### src/rtl/wb_pkg.sv
// Shared types and the load extractor for the writeback/retire stage.
// The struct widths follow the pipeline's datapath constants below.
package wb_pkg;

  localparam int WB_DBITS     = 32;
  localparam int WB_REGNOBITS = 5;

  // Load access size; encoding 3 is reserved and handled as a word.
  typedef enum logic [1:0] {
    LD_B = 2'd0,
    LD_H = 2'd1,
    LD_W = 2'd2
  } ld_size_e;

  // Fields of the MEM latch that the retire stage consumes.
  typedef struct packed {
    logic                    valid;
    logic                    wr_reg;
    logic [WB_REGNOBITS-1:0] rd;
    logic                    is_load;
    logic [1:0]              ld_size;
    logic                    ld_unsigned;
    logic [WB_DBITS-1:0]     aluout;
    logic [WB_DBITS-1:0]     rdata;
  } mem_latch_t;

  // One register-file write: destination index and value.
  typedef struct packed {
    logic [WB_REGNOBITS-1:0] regno;
    logic [WB_DBITS-1:0]     data;
  } wr_rec_t;

  // Pick the addressed byte/half out of an aligned word and extend it.
  function automatic logic [WB_DBITS-1:0] load_extract(
    input logic [WB_DBITS-1:0] word,
    input logic [1:0]          off,
    input logic [1:0]          size,
    input logic                uns
  );
    logic [7:0]          b;
    logic [15:0]         h;
    logic [WB_DBITS-1:0] r;
    b = word[{off, 3'b000} +: 8];
    h = word[{off[1], 4'b0000} +: 16];
    case (size)
      LD_B:    r = uns ? {{(WB_DBITS-8){1'b0}}, b} : {{(WB_DBITS-8){b[7]}}, b};
      LD_H:    r = uns ? {{(WB_DBITS-16){1'b0}}, h} : {{(WB_DBITS-16){h[15]}}, h};
      default: r = word;
    endcase
    return r;
  endfunction

endpackage

### src/rtl/wb_result_fifo.sv
// Synchronous show-ahead FIFO for long-latency results. head always
// presents the oldest entry; a push while full and a pop while empty are
// both ignored.
module wb_result_fifo #(
  parameter int DEPTH = 4,
  parameter int WIDTH = 37
) (
  input  logic             clk,
  input  logic             reset,
  input  logic             push,
  input  logic [WIDTH-1:0] push_data,
  input  logic             pop,
  output logic [WIDTH-1:0] head,
  output logic             full,
  output logic             empty
);

  localparam int AW = $clog2(DEPTH);

  logic [WIDTH-1:0] store [DEPTH];
  logic [AW-1:0]    wr_ptr;
  logic [AW-1:0]    rd_ptr;
  logic [AW:0]      count;
  logic             do_push;
  logic             do_pop;

  assign full    = (count == (AW+1)'(DEPTH));
  assign empty   = (count == '0);
  assign do_push = push && !full;
  assign do_pop  = pop && !empty;
  assign head    = store[rd_ptr];

  // Pointer and occupancy bookkeeping; pointers wrap modulo DEPTH.
  always_ff @(posedge clk) begin
    if (reset) begin
      wr_ptr <= '0;
      rd_ptr <= '0;
      count  <= '0;
    end else begin
      if (do_push) wr_ptr <= wr_ptr + 1'b1;
      if (do_pop)  rd_ptr <= rd_ptr + 1'b1;
      case ({do_push, do_pop})
        2'b10:   count <= count + 1'b1;
        2'b01:   count <= count - 1'b1;
        default: count <= count;
      endcase
    end
  end

  // Entry storage; contents are don't-care until written.
  always_ff @(posedge clk) begin
    if (do_push) store[wr_ptr] <= push_data;
  end

endmodule

### src/rtl/wb_retire_stage.sv
// Writeback/retire stage: one registered register-file write port shared by
// the MEM latch and a FIFO of long-latency results. The pipeline wins the
// port; a FIFO entry blocked STARVE_MAX cycles in a row forces a one-cycle
// stall so the head can drain.
//
// lu_valid/lu_ready: a result transfers on a clock edge where both are high.
// The producer keeps lu_valid, lu_rd and lu_data stable until that edge;
// lu_ready depends only on registered FIFO occupancy.
module wb_retire_stage
  import wb_pkg::*;
#(
  parameter int DBITS      = WB_DBITS,
  parameter int REGNOBITS  = WB_REGNOBITS,
  parameter int FIFO_DEPTH = 4,
  parameter int STARVE_MAX = 8
) (
  input  logic                 clk,
  input  logic                 reset,
  input  logic                 mem_valid,
  input  logic [DBITS-1:0]     mem_pc,
  input  logic                 mem_wr_reg,
  input  logic [REGNOBITS-1:0] mem_rd,
  input  logic                 mem_is_load,
  input  logic [1:0]           mem_ld_size,
  input  logic                 mem_ld_unsigned,
  input  logic [DBITS-1:0]     mem_aluout,
  input  logic [DBITS-1:0]     mem_rdata,
  input  logic                 lu_valid,
  output logic                 lu_ready,
  input  logic [REGNOBITS-1:0] lu_rd,
  input  logic [DBITS-1:0]     lu_data,
  output logic                 stall_req,
  output logic                 rf_we,
  output logic [REGNOBITS-1:0] rf_wregno,
  output logic [DBITS-1:0]     rf_wdata,
  output logic [31:0]          retired_count,
  output logic [DBITS-1:0]     reg10_val
);

  localparam int SW = $clog2(STARVE_MAX + 1);
  localparam int RW = $bits(wr_rec_t);

  mem_latch_t     mem;
  logic [DBITS-1:0] pipe_result;
  logic           accept;
  logic           pipe_claim;
  logic           fifo_push;
  logic           fifo_pop;
  logic           fifo_full;
  logic           fifo_empty;
  wr_rec_t        push_rec;
  wr_rec_t        head_rec;
  logic [RW-1:0]  head_bits;
  wr_rec_t        grant_rec;
  logic           grant_valid;
  logic           do_write;
  logic [SW-1:0]  starve_cnt;
  logic           unused_pc;

  // The PC travels with the instruction for debug visibility only.
  assign unused_pc = ^mem_pc;

  assign mem = '{valid:       mem_valid,
                 wr_reg:      mem_wr_reg,
                 rd:          mem_rd,
                 is_load:     mem_is_load,
                 ld_size:     mem_ld_size,
                 ld_unsigned: mem_ld_unsigned,
                 aluout:      mem_aluout,
                 rdata:       mem_rdata};

  assign pipe_result = mem.is_load
                     ? load_extract(mem.rdata, mem.aluout[1:0], mem.ld_size, mem.ld_unsigned)
                     : mem.aluout;

  // Both handshake outputs come straight from registered state.
  assign stall_req  = (starve_cnt == SW'(STARVE_MAX));
  assign lu_ready   = !fifo_full;

  // Under a forced stall the MEM latch is ignored, so the head is free to pop.
  assign accept     = mem.valid && !stall_req;
  assign pipe_claim = accept && mem.wr_reg;
  assign fifo_pop   = !fifo_empty && !pipe_claim;
  assign fifo_push  = lu_valid && !fifo_full;
  assign push_rec   = '{regno: lu_rd, data: lu_data};
  assign head_rec   = wr_rec_t'(head_bits);

  wb_result_fifo #(
    .DEPTH (FIFO_DEPTH),
    .WIDTH (RW)
  ) u_fifo (
    .clk       (clk),
    .reset     (reset),
    .push      (fifo_push),
    .push_data (push_rec),
    .pop       (fifo_pop),
    .head      (head_bits),
    .full      (fifo_full),
    .empty     (fifo_empty)
  );

  // Port grant: the pipeline first, otherwise the FIFO head.
  always_comb begin
    grant_rec   = '0;
    grant_valid = 1'b0;
    if (pipe_claim) begin
      grant_rec   = '{regno: mem.rd, data: pipe_result};
      grant_valid = 1'b1;
    end else if (fifo_pop) begin
      grant_rec   = head_rec;
      grant_valid = 1'b1;
    end
  end

  // Writes to x0 still consume the grant (retire/pop) but never reach the file.
  assign do_write = grant_valid && (grant_rec.regno != '0);

  // Registered write port, retire counter and x10 shadow.
  always_ff @(posedge clk) begin
    if (reset) begin
      rf_we         <= 1'b0;
      rf_wregno     <= '0;
      rf_wdata      <= '0;
      retired_count <= '0;
      reg10_val     <= '0;
    end else begin
      rf_we <= do_write;
      if (do_write) begin
        rf_wregno <= grant_rec.regno;
        rf_wdata  <= grant_rec.data;
      end
      if (do_write && grant_rec.regno == REGNOBITS'(10)) reg10_val <= grant_rec.data;
      if (accept) retired_count <= retired_count + 32'd1;
    end
  end

  // Count consecutive cycles the waiting head lost the port to the pipeline.
  always_ff @(posedge clk) begin
    if (reset) begin
      starve_cnt <= '0;
    end else if (fifo_pop || fifo_empty) begin
      starve_cnt <= '0;
    end else if (pipe_claim) begin
      starve_cnt <= starve_cnt + 1'b1;
    end
  end

endmodule

### config.mk
export PLATFORM = sky130hd
export DESIGN_NAME = wb_retire_stage
export DESIGN_NICKNAME = d
export VERILOG_FILES = /design/src/rtl/wb_pkg.sv /design/src/rtl/wb_result_fifo.sv /design/src/rtl/wb_retire_stage.sv
export SDC_FILE = /design/constraint.sdc
export NUM_CORES = 1
export LEC_CHECK = 0
export ABC_CLOCK_PERIOD_IN_PS = 8100
export CELL_PAD_IN_SITES_DETAIL_PLACEMENT = 1
export CELL_PAD_IN_SITES_GLOBAL_PLACEMENT = 1
export CORE_MARGIN = 3
export CORE_UTILIZATION = 42
export CTS_CLUSTER_DIAMETER = 120
export DETAILED_ROUTE_END_ITERATION = 8
export PLACE_DENSITY = 0.88
export SLEW_MARGIN = 20
export SYNTH_ARGS = -nofsm -noshare
export SYNTH_HDL_FRONTEND = slang
export SYNTH_SLANG_ARGS = --single-unit
### constraint.sdc
create_clock -name clk -period 8.1 [get_ports clk]
set_clock_uncertainty 0.2 [all_clocks]
set_input_delay 0.81 -clock clk [delete_from_list [all_inputs] [get_ports clk]]
set_output_delay 0.81 -clock clk [all_outputs]
set_load 0.005 [all_outputs]
==> parameters.txt, run 1 <==
Parameter                              Value

Status
  Run status ... completed

Die
  Core area ... 26200 sq um
  Die outline height ... 170 microns
  Row count ... 59
  Initial core utilization ... 0.429
  # IOs ... 251
  Width of the die ... 170 microns
  Full die area ... 28800 sq um

Detailed routing
  Detailed-route wire length per cell ... 23.8 microns
  Vias ... 8690
  Number of design rule violations left after detail routing ... 0
  Count of TritonRoute iterations in the first routing pass ... 5
  Final antenna-violating net count ... 0
  Iteration-0 DRC Markers ... 708
  Aggregate routed wire length ... 35.0 mm
  Detailed-route vias per instance ... 5.89

Setup path
  Critical Path Slowest Stage Cell ... nand2_2
  CP max stage delay ... 650 ps
  Sort of element at the start of the critical path ... flop
  List of cells traversed by the critical path ... buf_4 -> mux4_2 -> or2_2 -> a22oi_2 -> nand2_2 -> a311oi_1
  Required time at the endpoint of the critical path ... 8330 ps
  Max Fanout on Critical Path ... 40
  Arrival time reported for the critical path endpoint ... 4030 ps
  Crit. End Element ... flop
  Classification of the worst setup path ... flop to flop

Placed design
  Final HPWL from detailed placement ... 24.4 mm
  Buffers on Ports ... 218
  Gp weighted congestion ... 0.874
  Placement Setup Slack ... 3730 ps

Pwr
  Leak pwr ... 4.78 nW
  Worst IR drop on VDD ... 0.215 mV
  Proportion of total power due to net switching ... 0.317
  Combinational Power Share ... 0.300
  Pwr Density ... 293 nW/um^2
  Internal power ... 2.92 mW
  Sequential Power Share ... 0.402
  Clock network fraction of total power ... 0.298
  Switching Power ... 1.35 mW

STA
  PnR worst setup slack ... 4300 ps
  Number of setup violations in the final report ... 0
  Slew @ Worst Pin ... 1010 ps
  Hold violation total from the final report ... 0
  Final-layout setup total negative slack ... 0 ps
  Total count of max-transition violations in the final report ... 0
  RSZ-0062 raised after global routing ... false
  Relative slew slack ... 0.323
  Final period util ... 0.469
  Fmax ... 263 MHz
  Post-layout minimum cycle time ... 3800 ps

Flow run
  Max-cap viol count ... 0

Clock tree
  Max Buffers Root-to-Sink ... 3
  Clock tree from TritonCTS ... built
  # hold bufs at CTS ... 0
  Number of instances resized during post-cts repair ... 0
  Clock transition at the registers of the reported paths ... 60 ps
  Clock tree root driver cell ... clkbuf_16
  Buffers inserted during post-CTS setup optimization ... 0
  Number of buffers added by the clock tree synthesis step ... 29
  Later-pin clock latency in the skew report ... 550 ps
  Total clock sinks ... 263
  Maximum level of the CTS H-tree ... 1

Finish
  Most frequent cells in the layout ... clkdlybuf4s50_1 (216), edfxtp_1 (148), dfxtp_1 (114)
  Area Overhead vs Synth ... 29.9%
  Most common cell after layout, fill and taps aside ... clkdlybuf4s50_1
  Final Core Density ... 0.557
  Fraction of final layout cells with drive strength greater than 1 ... 0.103
  Layout net count ... 1274

Synthesis
  Synth Cell Area ... 11200 sq um
  Number of library cell types mapped by synthesis ... 57
  Sequential fraction of the synthesis area ... 0.600
  Post-synthesis cell count ... 920
  Number of synthesized flops with an enable pin ... 148
  FFs w/ async S/R, synth ... 0
  Total number of yosys warnings ... 0
  Number of nets in the synthesized netlist ... 1076
  Synthesis-stage register bit count ... 263
  Syn Area/Cell ... 12.2 sq um
  Leading register cell type out of synthesis ... edfxtp_1

Global route
  Antenna violations before repair ... 2
  Wire length of the first global-routing pass ... 52.9 mm
  Global-route usage over all layers ... 0.238
  Number of global-route vias before repair ... 8853
  Maximum number of pins on one net before global-route repair ... 94
  Overall overflow remaining after global route ... 0

Worst hold path
  Worst min-delay path class ... flop to flop
[power by group through the flow]
stage / sequential, mW / combinational [mW] / clock, mW
after floorplan: 1.72 / 0.733 / 0
after global placement: 1.73 / 1.23 / 0
after detailed placement: 1.74 / 1.27 / 0
after CTS: 1.72 / 1.28 / 1.30
after global routing: 1.74 / 1.38 / 1.36
final: 1.72 / 1.28 / 1.27
[final cells by class]
class / count / area [sq um]
multi-input combinational: 568 / 4130
clock buffer: 35 / 778
inverter: 22 / 82.6
sequential: 263 / 6750
tap: 335 / 419
antenna: 2 / 5.00
fill: 2648 / 11600
timing repair buffer: 234 / 2290
clock inverter: 16 / 145
[path summary, 6_finish.rpt]
check,slack (ps),start,endpoint,depth (start not counted)
setup / recovery,4300,flop,reg10_val[14],6
hold / removal,260,rf_wregno[2],rf_wregno[2],2
setup reg to reg,4300,flop,reg10_val[14],6
hold reg to reg,260,rf_wregno[2],rf_wregno[2],2
[worst max-delay path: cells and delay by family (launching register included)]
kind                   cells  cell delay, ps
multiplexers               1             640
buffers and inverters      1             600
AND/OR/NAND/NOR            2             960
flip-flops                 1             310
AO/OA/AOI/OAI              2             950
[metrics by stage]
| step | power [mW] | instances | cell area (sq um) | hold WS [ps] |
|---|---|---|---|---|
| 2_1_floorplan | 2.46 | 920 | 11200 | 230 |
| 3_3_place_gp | 2.96 | 1421 | 13700 | 242 |
| 3_5_place_dp | 3.02 | 1421 | 13700 | 256 |
| 4_1_cts | 4.30 | 1472 | 14600 | 265 |
| 5_1_grt | 4.47 | 1475 | 14600 | 309 |
| 6_report | 4.27 | 1475 | 14600 | 263 |
[synthesized netlist by cell type (all sizes together), types with 4 or more instances]
cell	number	share of area
a211oi	55	0.037
a21oi	36	0.016
a22oi	9	0.0065
a311oi	11	0.012
a31oi	19	0.011
a32oi	16	0.012
and2	6	0.0033
and3	8	0.0045
buf	16	0.0089
clkbuf	51	0.017
dfxtp	115	0.20
edfxtp	148	0.40
ha	8	0.0089
inv	22	0.0073
mux2i	14	0.012
mux4	38	0.076
nand2	63	0.021
nand3	19	0.0085
nand4	4	0.0022
nor2	95	0.032
nor3	43	0.019
nor4	8	0.0045
o2111ai	5	0.0039
o211ai	8	0.0053
o21ai	13	0.0058
o22ai	7	0.0039
o31ai	6	0.0040
or3	19	0.011
xnor2	19	0.015
xor2	8	0.0062
[cells by family after synthesis]
| kind of cell | count (synthesis) | share of synthesized area |
|---|---|---|
| compound gates | 195 | 0.126 |
| xor+xnor | 27 | 0.0210 |
| fa+ha+maj | 9 | 0.0107 |
| buf+inv | 89 | 0.0333 |
| flops | 263 | 0.600 |
| mux | 54 | 0.0906 |
| simple gates | 283 | 0.118 |
[state kept, by name, indices dropped and copies added (netlist names), named ones only]
signal,flops
u_fifo.store,148
reg10_val,32
retired_count,32
rf_wdata,32
rf_wregno,5
starve_cnt,4
u_fifo.count,3
u_fifo.rd_ptr,2
u_fifo.wr_ptr,2
rf_we,1
[layer usage]
layer,global-route usage,wire (microns),up-vias
met5,0,0,-
met4,0.0910,1330,0
met2,0.390,17000,336
met1,0.320,14700,4349
li1,-,-,3935
met3,0.0380,2030,70
Note: power is estimated with default switching activity, not from simulation.
==> run 2: changes to the inputs <==
--- a/config.mk
+++ b/config.mk
@@ -5,14 +5,14 @@
 export SDC_FILE = /design/constraint.sdc
 export NUM_CORES = 1
 export LEC_CHECK = 0
-export ABC_CLOCK_PERIOD_IN_PS = 8100
+export ABC_CLOCK_PERIOD_IN_PS = 3110
 export CELL_PAD_IN_SITES_DETAIL_PLACEMENT = 1
 export CELL_PAD_IN_SITES_GLOBAL_PLACEMENT = 1
 export CORE_MARGIN = 3
-export CORE_UTILIZATION = 42
+export CORE_UTILIZATION = 36
 export CTS_CLUSTER_DIAMETER = 120
 export DETAILED_ROUTE_END_ITERATION = 8
-export PLACE_DENSITY = 0.88
+export PLACE_DENSITY = 0.81
 export SLEW_MARGIN = 20
 export SYNTH_ARGS = -nofsm -noshare
 export SYNTH_HDL_FRONTEND = slang
==> constraint.sdc (replaced) <==
create_clock -name clk -period 3.11 [get_ports clk]
set_clock_uncertainty 0.2 [all_clocks]
set_input_delay 0.311 -clock clk [delete_from_list [all_inputs] [get_ports clk]]
set_output_delay 0.311 -clock clk [all_outputs]
set_load 0.005 [all_outputs]
==> parameters.txt, run 2 (synthesized netlist as in run 1, its figures left out) <==
Parameter                              Value

Global route
  Global-route usage over all layers ... 0.204 (-0.0339)
  Overall overflow remaining after global route ... 0 (unchanged)
  Number of global-route vias before repair ... 8956 (+1.2%)
  Maximum number of pins on one net before global-route repair ... 68 (-28%)
  Antenna violations before repair ... 7 (+5)
  Wire length of the first global-routing pass ... 53.0 mm (+0.16%)

Detailed routing
  Detailed-route wire length per cell ... 22.6 microns (-5.0%)
  Vias ... 8662 (-0.32%)
  Final antenna-violating net count ... 0 (unchanged)
  Number of design rule violations left after detail routing ... 0 (unchanged)
  Aggregate routed wire length ... 35.4 mm (+1.2%)
  Detailed-route vias per instance ... 5.52 (-6.4%)
  Count of TritonRoute iterations in the first routing pass ... 5 (unchanged)
  Iteration-0 DRC Markers ... 789 (+11%)

Clock tree
  Clock tree from TritonCTS ... built
  Clock transition at the registers of the reported paths ... 60 ps (about the same)
  Clock tree root driver cell ... clkbuf_16
  Number of buffers added by the clock tree synthesis step ... 28 (-3.4%)
  Maximum level of the CTS H-tree ... 1 (unchanged)
  Later-pin clock latency in the skew report ... 540 ps (about the same)
  Total clock sinks ... 263 (unchanged)
  Max Buffers Root-to-Sink ... 3 (unchanged)

Setup path
  Required time at the endpoint of the critical path ... 3340 ps (-4990 ps)
  Max Fanout on Critical Path ... 29 (-28%)
  List of cells traversed by the critical path ... inv_1 -> ha_1 -> nand3b_2 -> inv_2 -> or4b_2 -> a222oi_1 -> buf_4 -> buf_12 -> nor2_1 -> a311oi_1
  Largest delay share family, worst path ... simple AND/OR/NAND/NOR gates
  Critical Path Slowest Stage Cell ... or4b_2
  Sort of element at the start of the critical path ... flop
  Classification of the worst setup path ... flop to flop
  CP Buf/Inv Count ... 4 (+3)
  Arrival time reported for the critical path endpoint ... 3140 ps (-890 ps)
  Crit. End Element ... flop
  CP max stage delay ... 690 ps (+40 ps)

Pwr
  Internal power ... 7.65 mW (+160%)
  Clock network fraction of total power ... 0.286 (-0.012)
  Proportion of total power due to net switching ... 0.315 (-0.00246)
  Worst IR drop on VDD ... 0.465 mV (+120%)
  Combinational Power Share ... 0.312 (+0.012)
  Switching Power ... 3.51 mW (+160%)
  Leak pwr ... 4.89 nW (+2.3%)
  Sequential Power Share ... 0.403 (about the same)
  Pwr Density ... 749 nW/um^2 (+160%)

Finish
  Area Overhead vs Synth ... 32.5%
  Most frequent cells in the layout ... clkdlybuf4s50_1 (216), edfxtp_1 (148), dfxtp_1 (114)
  Fraction of final layout cells with drive strength greater than 1 ... 0.122 (+0.0195)
  Final Core Density ... 0.486 (-0.0714)
  Flip-flop count of the largest register after layout ... 148 (unchanged)
  Layout net count ... 1303 (+2.3%)
  Most common cell after layout, fill and taps aside ... clkdlybuf4s50_1
  Largest Register ... u_fifo.store

Die
  # IOs ... 251 (unchanged)
  Die outline height ... 183 microns (+7.7%)
  Row count ... 64 (+8.5%)
  Initial core utilization ... 0.367 (-0.0624)
  Width of the die ... 183 microns (+7.7%)
  Core area ... 30700 sq um (+17%)
  Full die area ... 33400 sq um (+16%)

Placed design
  Gp weighted congestion ... 0.895 (+2.4%)
  Buffers on Ports ... 218 (unchanged)
  Placement Setup Slack ... -17.8 ps (-3750 ps)
  Final HPWL from detailed placement ... 25.8 mm (+5.9%)

STA
  PnR worst setup slack ... 203 ps (-4100 ps)
  Fmax ... 344 MHz (+31%)
  Slew @ Worst Pin ... 746 ps (-269 ps)
  Hold violation total from the final report ... 0 (unchanged)
  Final period util ... 0.935 (+0.466)
  Total count of max-transition violations in the final report ... 0 (unchanged)
  Worst-case hold slack ... 113 ps (-150 ps)
  RSZ-0062 raised after global routing ... false
  Post-layout minimum cycle time ... 2910 ps (-891 ps)
  Number of setup violations in the final report ... 0 (unchanged)
  Final-layout setup total negative slack ... 0 ps (unchanged)
  Relative slew slack ... 0.503 (+0.179)

Status
  Run status ... completed

Worst hold path
  Worst min-delay path class ... primary input to flop

Flow run
  Max-cap viol count ... 0 (unchanged)
[run 2: cell types whose count changed in the layout (fill, tap and decap cells not counted), sizes merged]
cell,delta
clkinvlp,+6
clkbuf,-1
buf,+30
clkinv,-4
diode,+3
[run 2: cell type report]
cell class	count	area [sq um]
Clock inverter	18	140
Sequential cell	263	6750
Fill cell	3212	15800
Clock buffer	34	744
Antenna cell	5	12.5
Inverter	22	82.6
Tap cell	396	495
Multi-Input combinational cell	568	4130
Timing Repair Buffer	264	2550
[run 2: through the flow]
step	cells	total power, mW	area [sq um]
after floorplan	920	6.40	11200
after global placement	1513	7.90	14000
after detailed placement	1513	8.03	14000
after CTS	1565	11.3	14900
after global routing	1570	11.7	14900
final	1570	11.2	14900
[run 2: layer usage]
layer,routed length (microns),share of wire,track usage
met2,16900,0.48,0.333
met1,15500,0.44,0.275
met5,34,0.00096,0
met4,1150,0.032,0.0762
met3,1850,0.052,0.0329
[run 2: worst register-to-register path, delay by kind of cell, from the launching register on]
kind	cells	cell delay [ps]
AO/OA/AOI/OAI	2	580
buffers and inverters	4	580
AND/OR/NAND/NOR	3	860
flip-flops	1	390
adder cells (fa/ha/maj)	1	200
[run 2: final timing paths]
check                            to  slack, ps          start  depth (start not counted)
setup / recovery      reg10_val[13]        200  starve_cnt[0]                         10
hold / removal    retired_count[22]        110          reset                          2
setup reg to reg      reg10_val[13]        200  starve_cnt[0]                         10
hold reg to reg        rf_wregno[0]        270   rf_wregno[0]                          2
[run 2: power groups by stage]
stage	logic, mW	clock network [mW]	registers [mW]
5_1_grt	3.74	3.42	4.55
2_1_floorplan	1.91	0	4.49
3_3_place_gp	3.37	0	4.53
6_report	3.48	3.19	4.49
4_1_cts	3.49	3.28	4.50
3_5_place_dp	3.46	0	4.57
[run 2: what timing repair did]
action | CTS | global route
hold buffers | 0 | 0
gates resized for setup | 0 | 1
setup endpoints to repair | 0 | 1
buffers inserted | 0 | 0
endpoints found under the hold margin | 0 | 0
